$ cat src/rtl/mem_access_unit_pkg.sv
// mem_access_unit_pkg: opcodes, FSM states and default sizing shared by the memory access unit
package mem_access_unit_pkg;
  localparam int MEM_WORDS_D = 2048;
  localparam logic [31:0] SP_RESET_D = 32'd2047;
  localparam logic [2:0] OP_NOP = 3'd0, OP_LOAD = 3'd1, OP_STORE = 3'd2, OP_PUSH = 3'd3,
                         OP_POP = 3'd4, OP_PUSH32 = 3'd5, OP_POP32 = 3'd6, OP_RSVD = 3'd7;
  typedef enum logic [1:0] {IDLE, ACC_LO, ACC_HI, RESP} state_t;
  function automatic logic is_rd(input logic [2:0] op);
    return op inside {OP_LOAD, OP_POP, OP_POP32};
  endfunction
  function automatic logic is_wr(input logic [2:0] op);
    return op inside {OP_STORE, OP_PUSH, OP_PUSH32};
  endfunction
  function automatic logic is_dbl(input logic [2:0] op);
    return op inside {OP_PUSH32, OP_POP32};
  endfunction
  function automatic logic is_mem(input logic [2:0] op);
    return is_rd(op) || is_wr(op);
  endfunction
endpackage

$ cat src/rtl/mam_sp_unit.sv
// mam_sp_unit: stack pointer register, SP-relative addresses, next-SP and access range check
module mam_sp_unit import mem_access_unit_pkg::*; #(
  parameter int ADDR_W = 32,
  parameter int MEM_WORDS = MEM_WORDS_D,
  parameter logic [ADDR_W-1:0] SP_RESET = ADDR_W'(SP_RESET_D)
) (
  input  logic              clk,
  input  logic              rst_n,
  input  logic [2:0]        chk_op,
  input  logic [ADDR_W-1:0] chk_addr,
  input  logic              upd,
  input  logic [2:0]        upd_op,
  output logic [ADDR_W-1:0] sp,
  output logic [ADDR_W-1:0] sp_m1,
  output logic [ADDR_W-1:0] sp_p1,
  output logic [ADDR_W-1:0] sp_p2,
  output logic              in_range
);
  logic [ADDR_W-1:0] sp_n;
  function automatic logic ok(input logic [ADDR_W-1:0] a);
    return a < ADDR_W'(MEM_WORDS);
  endfunction
  assign sp_m1 = sp - ADDR_W'(1);
  assign sp_p1 = sp + ADDR_W'(1);
  assign sp_p2 = sp + ADDR_W'(2);
  // wrapped SP-relative addresses land far above MEM_WORDS, so the same check catches them
  always_comb begin
    in_range = 1'b1;
    case (chk_op)
      OP_LOAD, OP_STORE: in_range = ok(chk_addr);
      OP_PUSH:           in_range = ok(sp);
      OP_POP:            in_range = ok(sp_p1);
      OP_PUSH32:         in_range = ok(sp) && ok(sp_m1);
      OP_POP32:          in_range = ok(sp_p1) && ok(sp_p2);
      default:           in_range = 1'b1;
    endcase
  end
  always_comb begin
    sp_n = sp;
    case (upd_op)
      OP_PUSH:   sp_n = sp_m1;
      OP_POP:    sp_n = sp_p1;
      OP_PUSH32: sp_n = sp - ADDR_W'(2);
      OP_POP32:  sp_n = sp_p2;
      default:   sp_n = sp;
    endcase
  end
  always_ff @(posedge clk or negedge rst_n)
    if (!rst_n) sp <= SP_RESET;
    else if (upd) sp <= sp_n;
endmodule

$ cat src/rtl/mem_access_unit.sv
// mem_access_unit: memory-stage initiator sequencing one or two 16-bit data memory accesses per request
module mem_access_unit import mem_access_unit_pkg::*; #(
  parameter int ADDR_W = 32,
  parameter int DATA_W = 16,
  parameter int MEM_WORDS = MEM_WORDS_D,
  parameter logic [ADDR_W-1:0] SP_RESET = ADDR_W'(SP_RESET_D)
) (
  input  logic                clk,
  input  logic                rst_n,
  input  logic                ReqValid,
  output logic                ReqReady,
  input  logic [2:0]          ReqOp,
  input  logic [ADDR_W-1:0]   ReqAddr,
  input  logic [2*DATA_W-1:0] ReqData,
  output logic                RespValid,
  output logic [2*DATA_W-1:0] RespData,
  output logic                RespErr,
  output logic [ADDR_W-1:0]   SpOut,
  output logic [DATA_W-1:0]   DataIn,
  output logic [ADDR_W-1:0]   Address,
  output logic                MemoryRead,
  output logic                MemoryWrite,
  input  logic [DATA_W-1:0]   DataOut
);
  state_t state, state_n;
  logic [2:0] op;
  logic [ADDR_W-1:0] addr2, first_addr, addr_n, sp_m1, sp_p1, sp_p2;
  logic [DATA_W-1:0] data2, lo, first_data, din_n;
  logic [2*DATA_W-1:0] rdata_n;
  logic accept, go, in_range, upd, rd_n, wr_n, err_n;
  assign ReqReady = state == IDLE;
  assign RespValid = state == RESP;
  assign accept = ReqValid && ReqReady;
  assign go = accept && is_mem(ReqOp) && in_range;
  assign upd = (state == ACC_LO && !is_dbl(op)) || state == ACC_HI;
  assign first_addr = ReqOp inside {OP_LOAD, OP_STORE} ? ReqAddr :
                      ReqOp inside {OP_PUSH, OP_PUSH32} ? SpOut : sp_p1;
  assign first_data = ReqOp == OP_PUSH32 ? ReqData[2*DATA_W-1:DATA_W] : ReqData[DATA_W-1:0];
  mam_sp_unit #(.ADDR_W(ADDR_W), .MEM_WORDS(MEM_WORDS), .SP_RESET(SP_RESET)) u_sp (
    .clk(clk), .rst_n(rst_n), .chk_op(ReqOp), .chk_addr(ReqAddr), .upd(upd), .upd_op(op),
    .sp(SpOut), .sp_m1(sp_m1), .sp_p1(sp_p1), .sp_p2(sp_p2), .in_range(in_range)
  );
  // strobes and response fields are computed here and registered, so they only change on edges
  always_comb begin
    state_n = state;
    addr_n = Address;
    din_n = DataIn;
    rd_n = 1'b0;
    wr_n = 1'b0;
    rdata_n = RespData;
    err_n = RespErr;
    case (state)
      IDLE: if (accept) begin
        state_n = go ? ACC_LO : RESP;
        addr_n = go ? first_addr : Address;
        din_n = go && is_wr(ReqOp) ? first_data : DataIn;
        rd_n = go && is_rd(ReqOp);
        wr_n = go && is_wr(ReqOp);
        rdata_n = go ? RespData : '0;
        err_n = go ? RespErr : ReqOp != OP_NOP;
      end
      ACC_LO: begin
        state_n = is_dbl(op) ? ACC_HI : RESP;
        addr_n = is_dbl(op) ? addr2 : Address;
        din_n = is_dbl(op) && MemoryWrite ? data2 : DataIn;
        rd_n = is_dbl(op) && MemoryRead;
        wr_n = is_dbl(op) && MemoryWrite;
        rdata_n = is_dbl(op) ? RespData : {{DATA_W{1'b0}}, MemoryRead ? DataOut : {DATA_W{1'b0}}};
        err_n = is_dbl(op) ? RespErr : 1'b0;
      end
      ACC_HI: begin
        state_n = RESP;
        rdata_n = MemoryRead ? {DataOut, lo} : '0;
        err_n = 1'b0;
      end
      RESP: state_n = IDLE;
      default: state_n = IDLE;
    endcase
  end
  always_ff @(posedge clk or negedge rst_n)
    if (!rst_n) begin
      state <= IDLE;
      Address <= '0;
      DataIn <= '0;
      MemoryRead <= 1'b0;
      MemoryWrite <= 1'b0;
      RespData <= '0;
      RespErr <= 1'b0;
      op <= OP_NOP;
      addr2 <= '0;
      data2 <= '0;
      lo <= '0;
    end else begin
      state <= state_n;
      Address <= addr_n;
      DataIn <= din_n;
      MemoryRead <= rd_n;
      MemoryWrite <= wr_n;
      RespData <= rdata_n;
      RespErr <= err_n;
      if (state == ACC_LO) lo <= DataOut;
      if (accept) begin
        op <= ReqOp;
        addr2 <= ReqOp == OP_PUSH32 ? sp_m1 : sp_p2;
        data2 <= ReqData[DATA_W-1:0];
      end
    end
endmodule

$ cat config.mk
export PLATFORM = sky130hd
export DESIGN_NAME = mem_access_unit
export DESIGN_NICKNAME = d
export VERILOG_FILES = /design/src/rtl/mem_access_unit_pkg.sv /design/src/rtl/mam_sp_unit.sv /design/src/rtl/mem_access_unit.sv
export SDC_FILE = /design/constraint.sdc
export NUM_CORES = 1
export LEC_CHECK = 0
export CAP_MARGIN = 20
export CORE_MARGIN = 3
export CORE_UTILIZATION = 44
export CTS_BUF_LIST = sky130_fd_sc_hd__clkbuf_4 sky130_fd_sc_hd__clkbuf_8 sky130_fd_sc_hd__clkbuf_16
export CTS_CLUSTER_SIZE = 14
export DETAILED_ROUTE_END_ITERATION = 16
export PLACE_DENSITY_LB_ADDON = 0.3
export SYNTH_ARGS = -nofsm -noshare
export SYNTH_HDL_FRONTEND = slang
export SYNTH_SLANG_ARGS = --single-unit
$ cat constraint.sdc
create_clock -name clk -period 6.1 [get_ports clk]
set_clock_uncertainty 0.05 [all_clocks]
set_input_delay 0.61 -clock clk [delete_from_list [all_inputs] [get_ports clk]]
set_output_delay 0.61 -clock clk [all_outputs]
set_load 0.05 [all_outputs]
# Word level (Yosys, flattened, before mapping)
# Index checks and enable logic that the tools add are counted.
[word_totals]
in_bits = 86
reg_bits = 184
output_inout_bits = 117
elab_cells = 101
[classes]
reduce_logical = 28
eq_ne = 20
addsub = 4
order_cmp = 5
mux = 32
[ops]
columns = ["cell", "n"]
rows = [
  ["32-bit 2-to-1 mux", 10],
  ["32-bit by 12-bit < comparator with 1-bit output, second input constant", 5],
  ["32-bit case mux with 4 select lines", 1],
  ["32-bit case mux with 3 select lines", 1],
  ["16-bit 2-to-1 mux", 5],
  ["32-bit case mux with 2 select lines", 1],
  ["32-bit by 1-bit adder with 32-bit output, second input constant", 1],
  ["32-bit by 2-bit adder with 32-bit output, second input constant", 1],
  ["16-bit case mux with 2 select lines", 1],
  ["32-bit by 1-bit subtractor with 32-bit output, second input constant", 1],
  ["32-bit by 2-bit subtractor with 32-bit output, second input constant", 1],
  ["3-bit equality test, second input constant", 6],
  ["4-bit AND reduction", 3],
  ["3-bit nonzero test", 4],
  ["1-bit logical AND", 10],
  ["3-bit by 2-bit equality test with 1-bit output, second input constant", 3],
  ["2-bit != test, second input constant", 4],
  ["2-bit case mux with 4 select lines", 1],
  ["2-bit nonzero test", 4],
  ["1-bit 2-to-1 mux", 6],
  ["2-bit by 1-bit != test with 1-bit output, second input constant", 3],
  ["1-bit case mux with 5 select lines", 1],
  ["2-bit equality test, second input constant", 2],
  ["2-bit 2-to-1 mux", 2],
  ["other kinds (10)", 12],
]

# Depth between registers and ports, before layout
[logic_depth]
ltp_word = 9
ltp_mapped = 15
ltp_nobuf = 11

# Modules after synthesis
# From an unflattened synthesis, not the netlist that was laid out.
[unflattened]
cells_unflattened = 1545
hier_area_um2 = 13244.0
[modules_own_cells]
columns = ["mod", "seq_area_each_um2", "cells_each", "instances", "area_each_um2"]
rows = [
  ["mem_access_unit", 3803.6, 767, 1, 7902.6],
  ["mam_sp_unit", 814.5, 778, 1, 5341.4],
]

# Worst setup path after synthesis
# OpenSTA, ideal clock, no wires.
[synth_timing]
path_type = "register to register"
start = "reg u_sp.sp[2]"
end = "reg DataIn[10]"
n_path_buf = 4
t_required_ps = 5925
t_arrival_ps = 3814
path_stages_with_launch = 15
setup_slack_ps = 2112
setup_ps = 125
period_less_slack_ps = 3988
path_cell_list = "dfstp_2 > ha_1 > buf_2 > nand2_1 > or4_1 > buf_2 > or4_1 > buf_2 > or3_1 > o211a_1 > nand4_2 > nor2_1 > o21ai_2 > buf_6 > mux2_2"
[synth_between]
elab_chain_cells = 8
word_cells_on_any_way = 14
classes_between = "add/sub: 3; order compare: 4; eq/ne: 1; mux: 1; reduce/logical: 5"
[synth_rtl]
columns = ["element", "line", "source"]
rows = [
  ["start: declaration", "mam_sp_unit.sv:13", "output logic [ADDR_W-1:0] sp,"],
  ["start signal: assignment", "mam_sp_unit.sv:50", "else if (upd) sp <= sp_n;"],
  ["32-bit by 1-bit adder with 32-bit output, or another cell as far along", "mam_sp_unit.sv:24", "assign sp_p1 = sp + ADDR_W'(1);"],
  ["32-bit by 12-bit < comparator with 1-bit output", "mam_sp_unit.sv:21", "return a < ADDR_W'(MEM_WORDS);"],
  ["1-bit logical AND, on equally long branches", "mam_sp_unit.sv:34, mam_sp_unit.sv:33", ""],
  ["1-bit case mux with 5 select lines *", "mam_sp_unit.sv:29", "case (chk_op)"],
  ["1-bit logical AND *", "mem_access_unit.sv:34", "assign go = accept && is_mem(ReqOp) && in_range;"],
  ["1-bit logical AND *", "mem_access_unit.sv:56", "din_n = go && is_wr(ReqOp) ? first_data : DataIn;"],
  ["2-bit by 1-bit != test with 1-bit output (no line) *", "--", ""],
  ["4-bit AND reduction (no line) *", "--", ""],
  ["end signal: assignment", "mem_access_unit.sv:96", "DataIn <= din_n;"],
  ["end: declaration", "mem_access_unit.sv:19", "output logic [DATA_W-1:0] DataIn,"],
]
# Mark *: on every way between the ends. The rest lies on a longest branch, timed or not.
# A chain may end at the register's enable or synchronous reset.

# Final worst setup path
[layout_timing]
start = "reg u_sp.sp[2]"
end = "reg RespData[0]"
[layout_between]
elab_chain_cells = 7
word_cells_on_any_way = 13
classes_between = "add/sub: 3; order compare: 4; eq/ne: 1; mux: 1; reduce/logical: 4"
[layout_rtl]
columns = ["element", "line", "source"]
rows = [
  ["32-bit by 1-bit adder with 32-bit output, or another cell as far along", "mam_sp_unit.sv:24", ""],
  ["32-bit by 12-bit < comparator with 1-bit output", "mam_sp_unit.sv:21", ""],
  ["1-bit logical AND, on equally long branches", "mam_sp_unit.sv:34, mam_sp_unit.sv:33", ""],
  ["1-bit case mux with 5 select lines *", "mam_sp_unit.sv:29", ""],
  ["1-bit logical AND *", "mem_access_unit.sv:34", ""],
  ["2-bit != test (no line) *", "--", ""],
  ["4-bit AND reduction (no line) *", "--", ""],
  ["end signal: assignment", "mem_access_unit.sv:99", "RespData <= rdata_n;"],
  ["end: declaration", "mem_access_unit.sv:16", "output logic [2*DATA_W-1:0] RespData,"],
]
# Marked as above.

==> out/qor.yml <==
critical_path:
  cp.depth: 11
  reg2reg_from: "u_sp.sp[2]"
  crit_fanout: 33
  crit_chain: "ha_1 -> nand2_1 -> or4_1 -> nor4_1 -> and3_1 -> o2111a_1 -> a31oi_1 -> nor2_1 -> o21a_2 -> buf_4 -> mux2_2"
  end_kind: "flip-flop"
  reg2reg_to: "RespData[0]"
  startpoint: "u_sp.sp[2]"
  required_ns: 6.37
  crit_family: "simple AND/OR/NAND/NOR gates"
  critical_path.max_stage_delay_ns: 0.83
  critPathKind: "flip-flop to flip-flop"
  setup.worst_path.end: "RespData[0]"
  rrSetupSlack_ns: 1.21
  reg2regPathDepth: 11
  path_buf_inv: 1
  cp_data_arrival_time_ns: 5.16
  crit_slowest_cell: "or4_1"
  worstSetupStartpointType: "flip-flop"
finish:
  finalInstanceArea_um2: 15900
  area_delta_synth_final_pct: 22.5
  fin_nets: 1775
  n_antenna_cell: 0
  layout-drive-gt1-share: 0.131
  final.fill_count: 2737
  final_core_util: 0.549
  finalNonFillerCells: 2077
sta:
  fmax_mhz: 205
  setup_ws_ns: 1.21
  worstMarginPinSlew_ns: 1.06
  min_period_over_period: 0.801
  tns_ns: 0
  setup_violations: 0
  hold_slack_ns: 0.142
  layout_min_cycle_time_ns: 4.89
  finalHoldViolations: 0
  slew_violations: 0
  rsz0062_at_grt: "no"
  slew_headroom: 0.291
global_route:
  antenna_found_initial: 0
  grt_pass1_vias: 12490
  grt_pass1_wl_um: 76300
  grt_max_degree: 75
  gr-usage-all-layers: 0.314
  grt.overflow.total: 0
synth:
  async_flop_share: 1.00
  seq_area_frac_synth: 0.357
  yosysUniqueCellTypes: 70
  ys_ff_latch: 184
  synth_edf_count: 0
  ys_warn_count: 0
  avgSynthCellArea_um2: 8.35
  syn-num-nets: 1644
  ys.flop_type: "dfrtp_1"
  netlist_area_um2: 12900
  synthCells: 1550
clock_tree:
  cts_setup_buffers: 0
  clk_latency_ns: 0.44
  cts_sinks: 184
  cts_max_level: 4
  cts-root-buf: "clkbuf_16"
  hold_buffers: 0
  post_cts_resized: 0
  cts_tree: "done"
  numCtsBuffers: 17
  clkTransAtPathRegs_ns: 0.07
  clock_path_buffers: 2
place:
  gp_congestion: 1.06
  place_worst_setup_slack_ns: 1.30
  hpwl_um: 35500
  placed_area_um2: 15300
  io_buffers: 202
  place_inst: 2046
power_and_ir_drop:
  combPwrFrac: 0.581
  switching_share: 0.514
  p_leak_nw: 6.12
  seqPwrFrac: 0.283
  power.share.clock: 0.136
  p_sw_mw: 4.12
  finalPower_mw: 8.02
  p_int_mw: 3.90
  peakVddDrop_uv: 238
  powerDensity_nw_per_um2: 506
detailed_routing:
  postRouteWirelength_um: 49700
  wl_per_cell_um: 23.9
  drt-pass1-iter-count: 6
  routed_via_density: 6.18
  antenna_left: 0
  initialDrtViolationCount: 1463
  num_vias: 12833
  drc: 0
floorplan:
  io_pins: 203
  dieHeight_um: 178
  core_um2: 28900
  die_area_um2: 31500
  die_width_um: 178
  rows: 62
  start_util: 0.449
hold_path:
  hp-class: "primary input to asynchronous set/reset pin"
status:
  status: "completed"
flow_run:
  maxCapViolations: 0
[worst min-delay path by stage]
| stage | startpoint | end | slack [ns] | cells past startpoint |
|---|---|---|---|---|
| global placement | addr2[10] | addr2[10] | 0.41 | 2 |
| CTS | rst_n | RespData[18] | 0.17 | 1 |
| global route | rst_n | RespData[18] | 0.18 | 1 |
| detailed placement | addr2[0] | addr2[0] | 0.42 | 2 |
| floorplan | rst_n | Address[0] | 0.26 | 0 |
| finish | rst_n | RespData[31] | 0.14 | 1 |
[power groups by stage]
stage | Sequential, mW | Clock, mW | Combinational, mW
2_1_floorplan | 2.83 | 0 | 2.47
3_3_place_gp | 2.24 | 0 | 4.56
3_5_place_dp | 2.27 | 0 | 4.59
4_1_cts | 2.25 | 1.11 | 4.61
5_1_grt | 2.33 | 1.16 | 4.94
6_report | 2.27 | 1.09 | 4.66
[cell usage in the layout, fill, tap and decap left out, types with 27 or more instances in the layout]
cell type / n
clkdlybuf4s50_1: 201
xor2_1: 28
xnor2_1: 61
o21ai_0: 158
mux2_2: 85
and3_1: 28
mux2_4: 29
buf_4: 47
dfrtp_1: 173
nand4_1: 34
a21oi_1: 107
nand3_1: 41
nor2_1: 132
nor4_1: 32
a22oi_1: 27
nor3_1: 40
nand2_1: 168
[area by class of cell]
class,count,area (um^2),area share
sequential,184,4620,0.291
clock inverter,14,136,0.00860
timing repair buffer,249,2380,0.150
multi-input combinational,1210,7750,0.489
inverter,19,71.3,0.00450
clock buffer,17,425,0.0268
tap,384,480,0.0303
[flip-flops by register name (all words and copies together), names as in the netlist]
register,count
MemoryRead,1
RespData,32
op,3
lo,16
DataIn,16
MemoryWrite,1
addr2,32
data2,16
u_sp.sp,32
RespErr,1
state,2
Address,32
[synth_stat cells, types with 10 or more instances]
master / count / share of area
mux2_4: 29 / 0.034
nand2_1: 169 / 0.049
mux2_2: 85 / 0.074
or4_1: 11 / 0.0064
nor3_1: 40 / 0.015
nor2_1: 134 / 0.039
dfstp_2: 11 / 0.022
mux2i_1: 21 / 0.016
buf_2: 10 / 0.0039
a31oi_1: 12 / 0.0058
dfrtp_1: 173 / 0.33
and3_1: 28 / 0.014
inv_1: 17 / 0.0049
xnor2_1: 61 / 0.041
xor2_1: 28 / 0.019
nand3_1: 41 / 0.016
a21oi_1: 107 / 0.041
nor4_1: 34 / 0.016
a22oi_1: 27 / 0.016
clkbuf_1: 109 / 0.032
nor2b_1: 22 / 0.011
buf_1: 12 / 0.0035
o22ai_1: 15 / 0.0072
or3_1: 15 / 0.0072
o21ai_0: 158 / 0.061
nand4_1: 34 / 0.016
and2_1: 12 / 0.0058
[worst register-to-register path, stage by stage, from the launching register on]
cell and delay, ns:
dfstp_2 0.67, ha_1 0.41, nand2_1 0.17, or4_1 0.83, nor4_1 0.75, and3_1 0.26, o2111a_1 0.17, a31oi_1 0.15
nor2_1 0.25, o21a_2 0.17, buf_4 0.47, mux2_2 0.43
[routing by layer]
layer | global-route usage | part of all wire | vias to the layer above
met1 | 0.435 | 0.43 | 6174
met5 | 0 | 0 | -
met2 | 0.484 | 0.45 | 712
met4 | 0.118 | 0.035 | 0
met3 | 0.0650 | 0.087 | 108
li1 | - | - | 5839
[kinds of logic after synthesis]
logic type	synth area share
flops	0.357
xor+xnor	0.0602
compound gates	0.181
mux	0.124
fa+ha+maj	0.00773
buf+inv	0.0494
simple gates	0.221
(Power assumes the default switching activity.)
